<file path="src/rtl/muldiv_pkg.sv">
// Shared types and constants for the multiply/divide sequencer.
//   muldiv_state_e : sequencer FSM state encoding (6 states, 3 bits)
//   muldiv_op_e    : latched operation (none / multiply / divide / divide on memory operands)
//   cnt_width()    : latency counter width for a pair of cycle counts (minimum 1 bit)
package muldiv_pkg;

  typedef enum logic [2:0] {
    StIdle   = 3'd0,
    StInit   = 3'd1,
    StRun    = 3'd2,
    StCommit = 3'd3,
    StZexc   = 3'd4,
    StAbort  = 3'd5
  } muldiv_state_e;

  typedef enum logic [1:0] {
    OpNone = 2'd0,
    OpMult = 2'd1,
    OpDiv  = 2'd2,
    OpDivm = 2'd3
  } muldiv_op_e;

  localparam int unsigned MultCyclesDefault = 32;
  localparam int unsigned DivCyclesDefault  = 32;

  function automatic int unsigned cnt_width(input int unsigned a, input int unsigned b);
    int unsigned m;
    m = (a > b) ? a : b;
    return (m > 1) ? $clog2(m) : 1;
  endfunction

endpackage

</file>
<file path="src/rtl/muldiv_cycle_counter.sv">
// Loadable down-counter used to time the multiplier/divider latency.
//   clk_i, rst_ni : clock, asynchronous active-low reset
//   load_i        : load load_val_i (has priority over en_i)
//   en_i          : decrement by one; saturates at zero
//   load_val_i    : value to load
//   zero_o        : count is zero
module muldiv_cycle_counter #(
  parameter int unsigned Width = 5
) (
  input  logic             clk_i,
  input  logic             rst_ni,
  input  logic             load_i,
  input  logic             en_i,
  input  logic [Width-1:0] load_val_i,
  output logic             zero_o
);

  logic [Width-1:0] cnt_d, cnt_q;

  always_comb begin
    cnt_d = cnt_q;
    if (load_i) begin
      cnt_d = load_val_i;
    end else if (en_i && (cnt_q != '0)) begin
      cnt_d = cnt_q - 1'b1;
    end
  end

  always_ff @(posedge clk_i or negedge rst_ni) begin
    if (!rst_ni) begin
      cnt_q <= '0;
    end else begin
      cnt_q <= cnt_d;
    end
  end

  assign zero_o = (cnt_q == '0);

endmodule

</file>
<file path="src/rtl/muldiv_sequencer.sv">
// Sequences the multiplier, divider and Hi/Lo registers for the multicycle CPU controller.
// A one-cycle request starts an operation: INIT strobes the unit, RUN waits the fixed latency,
// then COMMIT writes Hi/Lo. A divide with a zero divisor ends in ZEXC (exception pulse, no write);
// a flush during INIT/RUN ends in ABORT (stop strobe only). All outputs are Moore-decoded.
// Optional feature macro: MULDIV_DIVM_EN enables divide on memory operands (req_divm_i).
// Ports:
//   clk_i, rst_ni              : clock, asynchronous active-low reset
//   req_mult_i/req_div_i/req_divm_i : start requests (priority mult > div > divm)
//   flush_i                    : abort operation in flight
//   div_zero_i                 : divisor-zero flag from the divider
//   mult_init_o, mult_stop_o   : multiplier strobes
//   div_init_o, div_stop_o     : divider strobes
//   hilo_src_o                 : 1 = multiplier feeds Hi/Lo, 0 = divider
//   div_or_m_o                 : 1 = divider operands RegA/RegB, 0 = MDR/memory
//   hilo_write_o, busy_o, done_o, zero_exc_o : status/control
module muldiv_sequencer
  import muldiv_pkg::*;
#(
  parameter int unsigned MULT_CYCLES = MultCyclesDefault,
  parameter int unsigned DIV_CYCLES  = DivCyclesDefault
) (
  input  logic clk_i,
  input  logic rst_ni,
  input  logic req_mult_i,
  input  logic req_div_i,
  input  logic req_divm_i,
  input  logic flush_i,
  input  logic div_zero_i,
  output logic mult_init_o,
  output logic mult_stop_o,
  output logic div_init_o,
  output logic div_stop_o,
  output logic hilo_src_o,
  output logic div_or_m_o,
  output logic hilo_write_o,
  output logic busy_o,
  output logic done_o,
  output logic zero_exc_o
);

  localparam int unsigned CntW = cnt_width(MULT_CYCLES, DIV_CYCLES);
  localparam logic [CntW-1:0] MultLoad = CntW'(MULT_CYCLES - 1);
  localparam logic [CntW-1:0] DivLoad  = CntW'(DIV_CYCLES - 1);

  muldiv_state_e state_d, state_q;
  muldiv_op_e    op_d, op_q;
  logic          src_d, src_q;
  // High only during the first RUN cycle, when the divider's zero flag is meaningful.
  logic          first_d, first_q;

  logic            cnt_load, cnt_en, cnt_zero;
  logic [CntW-1:0] cnt_val;
  logic            is_div;

`ifdef MULDIV_DIVM_EN
  logic dom_d, dom_q;
`else
  logic unused_divm;
  assign unused_divm = req_divm_i;
`endif

  assign is_div  = (op_q == OpDiv) || (op_q == OpDivm);
  assign first_d = (state_q == StInit);

  // Next-state logic
  always_comb begin
    state_d  = state_q;
    op_d     = op_q;
    src_d    = src_q;
`ifdef MULDIV_DIVM_EN
    dom_d    = dom_q;
`endif
    cnt_load = 1'b0;
    cnt_en   = 1'b0;
    cnt_val  = '0;

    unique case (state_q)
      StIdle: begin
        // A flush in IDLE suppresses any same-cycle request.
        if (!flush_i) begin
          if (req_mult_i) begin
            op_d    = OpMult;
            src_d   = 1'b1;
`ifdef MULDIV_DIVM_EN
            dom_d   = 1'b1;
`endif
            state_d = StInit;
          end else if (req_div_i) begin
            op_d    = OpDiv;
            src_d   = 1'b0;
`ifdef MULDIV_DIVM_EN
            dom_d   = 1'b1;
`endif
            state_d = StInit;
`ifdef MULDIV_DIVM_EN
          end else if (req_divm_i) begin
            op_d    = OpDivm;
            src_d   = 1'b0;
            dom_d   = 1'b0;
            state_d = StInit;
`endif
          end
        end
      end
      StInit: begin
        cnt_load = 1'b1;
        cnt_val  = (op_q == OpMult) ? MultLoad : DivLoad;
        state_d  = flush_i ? StAbort : StRun;
      end
      StRun: begin
        cnt_en = 1'b1;
        if (flush_i) begin
          state_d = StAbort;
        end else if (is_div && first_q && div_zero_i) begin
          state_d = StZexc;
        end else if (cnt_zero) begin
          state_d = StCommit;
        end
      end
      StCommit, StZexc, StAbort: begin
        state_d = StIdle;
      end
      default: begin
        state_d = StIdle;
      end
    endcase
  end

  always_ff @(posedge clk_i or negedge rst_ni) begin
    if (!rst_ni) begin
      state_q <= StIdle;
      op_q    <= OpNone;
      src_q   <= 1'b0;
      first_q <= 1'b0;
`ifdef MULDIV_DIVM_EN
      dom_q   <= 1'b1;
`endif
    end else begin
      state_q <= state_d;
      op_q    <= op_d;
      src_q   <= src_d;
      first_q <= first_d;
`ifdef MULDIV_DIVM_EN
      dom_q   <= dom_d;
`endif
    end
  end

  muldiv_cycle_counter #(
    .Width (CntW)
  ) u_cycle_counter (
    .clk_i      (clk_i),
    .rst_ni     (rst_ni),
    .load_i     (cnt_load),
    .en_i       (cnt_en),
    .load_val_i (cnt_val),
    .zero_o     (cnt_zero)
  );

  // Moore output decode
  always_comb begin
    mult_init_o  = 1'b0;
    mult_stop_o  = 1'b0;
    div_init_o   = 1'b0;
    div_stop_o   = 1'b0;
    hilo_write_o = 1'b0;
    done_o       = 1'b0;
    zero_exc_o   = 1'b0;
    busy_o       = (state_q != StIdle);

    unique case (state_q)
      StInit: begin
        mult_init_o = (op_q == OpMult);
        div_init_o  = is_div;
      end
      StCommit: begin
        mult_stop_o  = (op_q == OpMult);
        div_stop_o   = is_div;
        hilo_write_o = 1'b1;
        done_o       = 1'b1;
      end
      StZexc: begin
        div_stop_o = 1'b1;
        zero_exc_o = 1'b1;
      end
      StAbort: begin
        mult_stop_o = (op_q == OpMult);
        div_stop_o  = is_div;
      end
      default: ;
    endcase
  end

  assign hilo_src_o = src_q;
`ifdef MULDIV_DIVM_EN
  assign div_or_m_o = dom_q;
`else
  assign div_or_m_o = 1'b1;
`endif

endmodule

</file>
<file path="config.mk">
export PLATFORM = sky130hd
export DESIGN_NAME = muldiv_sequencer
export DESIGN_NICKNAME = d
export VERILOG_FILES = /design/src/rtl/muldiv_pkg.sv /design/src/rtl/muldiv_cycle_counter.sv /design/src/rtl/muldiv_sequencer.sv
export SDC_FILE = /design/constraint.sdc
export NUM_CORES = 1
export LEC_CHECK = 0
export ABC_AREA = 1
export CORE_AREA = 5 5 47 49
export DETAILED_ROUTE_END_ITERATION = 8
export DIE_AREA = 0 0 52 54
export PLACE_DENSITY = 0.7
export SLEW_MARGIN = 15
export SYNTH_ARGS = -nofsm -noshare
export SYNTH_HDL_FRONTEND = slang
export SYNTH_SLANG_ARGS = --single-unit
</file>
<file path="constraint.sdc">
create_clock -name clk_i -period 1.36 [get_ports clk_i]
set_clock_uncertainty 0.15 [all_clocks]
set_input_delay 0.408 -clock clk_i [delete_from_list [all_inputs] [get_ports clk_i]]
set_output_delay 0.408 -clock clk_i [all_outputs]
set_load 0.05 [all_outputs]
</file>
==> results.json, run 1 <==
{
  "rsz0062_at_grt": "true",
  "period_share_pct": 142,
  "regArea_sq_um": 278,
  "routed_via_density": 4.69,
  "crit_slowest_cell": "dfrtp_2",
  "antenna_left": 0,
  "clkLatencyLatePin_ps": 280,
  "syn_inst": 88,
  "synth_top_family_by_area": "simple AND/OR/NAND/NOR gates",
  "yosys-top-cells-count": "18 x nand2_1, 11 x dfrtp_1, 10 x inv_1, 10 x nand3_1, 7 x nor2_1",
  "synth_edf_count": 0,
  "slowest_delay_ps": 430,
  "cts_tree": "built",
  "period_needed_ps": 1930,
  "critical_path_class": "flip-flop to primary output",
  "power.density_nw_per_um2": 2850,
  "drive_above_1_share_pct": 51.5,
  "cts_hold_buffers": 0,
  "cp.required_ps": 800,
  "ys_seq_elements": 11,
  "violations": "setup timing",
  "yosys_warnings": 0,
  "path_common_cell": "o21ai_2",
  "path_clk_slew_ps": 70,
  "start_util_pct": 38.3,
  "numClockSinks": 11,
  "report.final.slew_viol_count": 0,
  "final.fill_count": 130,
  "synth-compound-area-share_pct": 7.36,
  "grt_pass1_wl_um": 3300,
  "clock-root-buffer": "clkbuf_4",
  "die_w_um": 52,
  "synth-seq-area-share_pct": 39.5,
  "multi_input_area_sq_um": 455,
  "num_vias": 737,
  "hold_viol_final": 0,
  "grt_max_degree": 12,
  "track_usage_pct": 16.4,
  "yosys_most_used_dff": "dfrtp_1",
  "power_leakage_nw": 0.638,
  "synthAdderAreaFrac_pct": 1.80,
  "hold_ws_ps": 270,
  "dieArea_sq_um": 2810,
  "place_ws_ps": -328,
  "yosysMostFrequentCell": "nand2_1",
  "synth_area_sq_um": 697,
  "fmax_mhz": 519,
  "avgRoutedWirePerCell_um": 12.7,
  "start_kind": "flip-flop",
  "cp_max_fo": 4,
  "path_cells": "inv_2, o21ai_2, o21ai_2, nor3_4, buf_12",
  "io_buffer_count": 14,
  "synth_top_area_share_pct": 39.5,
  "synthMuxAreaShare_pct": 0,
  "yosysUniqueCellTypes": 23,
  "diodes": 0,
  "crit_path_end_kind": "primary output",
  "cts_buffer_depth": 2,
  "overflow": 0,
  "ys_top_cells_by_area": "dfrtp_1 39%, nand2_1 9.7%, nand3_1 7.2%",
  "synth_xor_area_share_pct": 0,
  "dpl.hpwl_um": 1350,
  "fp.dieH_um": 54,
  "synth.avg_cell_area_sq_um": 7.92,
  "antenna_found_initial": 0,
  "drtPass1Iterations": 2,
  "cap_violations": 0,
  "irDropWorstVdd_v": 0.00156,
  "place_congestion": 0.744,
  "dr.first_iter.drc_count": 1,
  "ios": 17,
  "cts_buffers": 3,
  "outcome": "finished with violations",
  "r2r_slack_ps": -140,
  "num_rows": 16,
  "area_growth_pct": 93.2,
  "syn-num-nets": 96,
  "drc": 0,
  "fin_nets": 139,
  "yosysTopAreaCell": "dfrtp_1",
  "crit_arrival_ps": 1370,
  "synth-simple-area-share_pct": 39.3,
  "fin_ws_ps": -567,
  "htree_levels": 1,
  "totalWireLength_um": 1990,
  "synthArstFlopShare_pct": 100,
  "grt_pass1_vias": 769,
  "hold_class": "input port to async pin",
  "finalSetupViolations": 19,
  "core_area_sq_um": 1820
}
==> path summary, 6_finish.rpt <==
check | from | endpoint | cells past startpoint
worst max-delay path | state_q[1]$_DFFE_PN0P_ | mult_stop_o | 5
worst max register to register | state_q[1]$_DFFE_PN0P_ | u_cycle_counter.cnt_q[2]$_DFFE_PN0P_ | 9
worst min-delay path | rst_ni | u_cycle_counter.cnt_q[1]$_DFFE_PN0P_ | 2
max in group asynchronous | rst_ni | state_q[1]$_DFFE_PN0P_ | 2
worst min register to register | u_cycle_counter.cnt_q[4]$_DFFE_PN0P_ | u_cycle_counter.cnt_q[4]$_DFFE_PN0P_ | 2
min in group clk_i | u_cycle_counter.cnt_q[4]$_DFFE_PN0P_ | u_cycle_counter.cnt_q[4]$_DFFE_PN0P_ | 2
==> worst max-delay path, delay by kind of cell (launching register included) <==
family / cells / cell delay [ps]
and+or+nand+nor: 1 / 170
DFF: 1 / 430
buffers and inverters: 2 / 240
AOI/OAI and AO/OA: 2 / 250
==> cell usage in the layout (no fill, tap or decap) <==
cell type / instances
buf_4: 15
ha_4: 1
nand3_2: 3
nor2_1: 6
buf_12: 9
o21bai_4: 1
nand3_1: 8
nand2_1: 18
clkbuf_4: 3
or2_2: 1
o21ai_1: 3
o21ai_2: 2
nor2_4: 3
buf_8: 1
o22ai_2: 1
o21ai_0: 1
inv_1: 9
dfrtp_2: 2
nand3b_1: 1
clkdlybuf4s50_1: 5
clkinv_4: 1
dfrtp_1: 9
nor3_4: 4
clkbuf_16: 1
inv_2: 4
o21a_1: 1
nand3_4: 2
conb_1: 1
clkbuf_1: 1
nand2_4: 2
nand2_8: 1
buf_6: 10
==> what timing repair did <==
item,4_1_cts,5_1_grt
pin swaps,5,1
setup endpoints to repair,15,19
cloned,0,1
resized for setup,17,10
buffers inserted,5,2
==> layout make-up <==
type,count,share of cell area (%)
Clock buffer,4,1.95
Inverter,14,4.28
Multi-Input combinational cell,60,33.8
Sequential cell,11,20.6
Tap cell,27,2.51
Timing Repair Buffer,41,36.8
==> cell families after synthesis <==
family                   count (synthesis)
flip-flops                              11
AND/OR/NAND/NOR                         49
AO/OA/AOI/OAI                            9
buffers and inverters                   17
other                                    1
adder cells (fa/ha/maj)                  1
==> registers in the layout (all words and copies together), names as in the netlist <==
| register | count |
|---|---|
| u_cycle_counter.cnt_q | 5 |
| first_q | 1 |
| state_q | 3 |
| op_q | 2 |
==> report_power, final <==
group | internal (mW) | switching (mW) | total [mW]
registers | 0.484 | 0.146 | 0.630
logic | 1.45 | 1.52 | 2.97
clock network | 0.114 | 0.116 | 0.230
total | 2.05 | 1.79 | 3.83
==> per-layer routing <==
layer | part of all wire [%] | global-route usage [%]
met5 | 0 | 0
met4 | 3.9 | 10.9
met3 | 2.7 | 1.66
met2 | 58 | 34.9
met1 | 35 | 13.8
==> stage by stage <==
step / power [mW] / instance area (sq um) / util, % / TNS (ps) / instances
after floorplan: 2.01 / 752 / - / -2890 / 88
after global placement: 2.98 / 1140 / 62.8 / -2970 / 147
after detailed placement: 3.05 / 1140 / 62.8 / -3320 / 147
after CTS: 3.57 / 1270 / 69.6 / -4740 / 155
after global routing: 4.06 / 1350 / 73.9 / -5890 / 157
final: 3.83 / 1350 / 73.9 / -4850 / 157
(Power assumes the default switching activity.)
==> run 2: changes to the inputs <==
--- a/config.mk
+++ b/config.mk
@@ -6,9 +6,9 @@
 export NUM_CORES = 1
 export LEC_CHECK = 0
 export ABC_AREA = 1
-export CORE_AREA = 5 5 47 49
+export CORE_AREA = 2 2 44 46
 export DETAILED_ROUTE_END_ITERATION = 8
-export DIE_AREA = 0 0 52 54
+export DIE_AREA = 0 0 46 48
 export PLACE_DENSITY = 0.7
 export SLEW_MARGIN = 15
 export SYNTH_ARGS = -nofsm -noshare
==> run 2 against run 1 <==
The flow still finishes with violations (setup timing). Register-to-register slack is essentially flat. Core utilization is 3.4 points higher. Count of clock-buffer cells in the layout unchanged. Clock power barely moved. Sequential share of layout area is 0.73 points higher. Critical path depth down 1. Maximum frequency grew 0.80%.
==> results.json, run 2 (synthesized netlist as in run 1, its figures left out) <==
{
  "outcome": "finished with violations",
  "violations": "setup timing",
  "antenna_left": 0,
  "rsz0062_at_grt": "true",
  "cts_buffer_depth": 2,
  "clkLatencyLatePin_ps": 280,
  "drive_above_1_share_pct": 54.3,
  "final_cell_mix": "16 x nand2_1, 16 x buf_4, 10 x buf_12",
  "place_area_sq_um": 1130,
  "dpl.hpwl_um": 1240,
  "clock-root-buffer": "clkbuf_4",
  "place_congestion": 0.803,
  "place_ws_ps": -314,
  "fin_nets": 136,
  "utilization_pct": 77.3,
  "power.density_nw_per_um2": 2880,
  "cts_hold_buffers": 0,
  "grt_pass1_wl_um": 2930,
  "power_leakage_nw": 0.621,
  "track_usage_pct": 19.3,
  "period_needed_ps": 1910,
  "slowest_delay_ps": 450,
  "largest_reg_flops": 5,
  "crit_path_end_kind": "primary output",
  "reg2reg_from": "state_q[1]$_DFFE_PN0P_",
  "power_mw": 3.77,
  "die_w_um": 46,
  "drtPass1Iterations": 4,
  "period_share_pct": 141,
  "dr.first_iter.drc_count": 16,
  "cp_max_fo": 4,
  "grt_pass1_vias": 683,
  "postLayoutCellArea_sq_um": 1310,
  "num_vias": 721,
  "cap_violations": 0,
  "hold_viol_final": 0,
  "worst_r2r_path_depth": 8,
  "r2r_slack_ps": -150,
  "fin_ws_ps": -551,
  "antenna_found_initial": 0,
  "overflow": 0,
  "setup_tns_ps": -4560,
  "fmax_mhz": 523,
  "place_inst": 135,
  "htree_levels": 1,
  "hold_class": "input port to async pin",
  "totalWireLength_um": 1880,
  "path_clk_slew_ps": 70,
  "path_cells": "nor2_4, nand2_4, nor3_4, buf_12",
  "numClockSinks": 11,
  "start_util_pct": 41.3,
  "core_area_sq_um": 1690,
  "dieArea_sq_um": 2210,
  "routed_via_density": 5.01,
  "report.final.slew_viol_count": 0,
  "io_buffer_count": 14,
  "ios": 17,
  "drc": 0,
  "grt_max_degree": 12,
  "area_growth_pct": 87.4,
  "cts_buffers": 3,
  "instances_no_fill": 144,
  "crit_slowest_cell": "dfrtp_2",
  "max_flop_register": "u_cycle_counter.cnt_q",
  "critical_path_class": "flip-flop to primary output",
  "irDropWorstVdd_v": 0.00178,
  "crit_arrival_ps": 1350,
  "cts_tree": "built",
  "hold_ws_ps": 270,
  "finalSetupViolations": 12,
  "num_rows": 15,
  "top_regs": "u_cycle_counter.cnt_q: 5 flops, state_q: 3 flops, op_q: 2 flops",
  "avgRoutedWirePerCell_um": 13.0,
  "diodes": 0,
  "r2r-end": "op_q[1]$_DFFE_PN0P_",
  "final.fill_count": 94,
  "cp.required_ps": 800,
  "fp.dieH_um": 48,
  "start_kind": "flip-flop"
}
==> run 2: changes by cell type in the layout (fill, tap and decap cells not counted), moves of 2 or more <==
cell	delta
buf_6	-3
nand2_1	-2
nand2_2	+2
o21ai_1	-2
==> run 2: how the worst max path moves through the flow <==
stage,startpoint,end,cells past startpoint
floorplan,state_q[0]$_DFFE_PN0P_,mult_init_o,5
global placement,flush_i,op_q[1]$_DFFE_PN0P_,7
detailed placement,state_q[0]$_DFFE_PN0P_,div_stop_o,5
CTS,state_q[1]$_DFFE_PN0P_,mult_stop_o,5
global route,state_q[1]$_DFFE_PN0P_,hilo_write_o,4
finish,state_q[1]$_DFFE_PN0P_,mult_init_o,4
==> run 2: worst max-delay path, delay by kind of cell (launching register included) <==
family / cells / cell delay, ps
simple gates: 3 / 470
flops: 1 / 450
buf+inv: 1 / 160
==> run 2: layout make-up <==
type	instances	area [sq um]	area share, %
multi-input combinational	60	470	36.0
timing repair buffer	38	449	34.4
sequential	11	279	21.4
inverter	14	60.1	4.60
clock buffer	4	26.3	2.01
tap	17	21.3	1.63
==> run 2: layer usage <==
metal  share of wire (%)  track usage [%]
met1                  38             21.8
met2                  55             34.2
met3                 3.0             3.40
met4                 4.1             10.9
met5                   0                0
==> run 2: timing repair <==
item	CTS	global route
pin swaps	5	3
buffers inserted	4	2
endpoints found under the setup margin	14	19
gates resized for setup	12	18
cloned	0	0
==> run 2: power by group <==
group / switching [mW] / total [mW] / internal [mW]
logic: 1.53 / 2.89 / 1.36
registers: 0.159 / 0.646 / 0.487
clock network: 0.115 / 0.228 / 0.114
total: 1.80 / 3.77 / 1.96
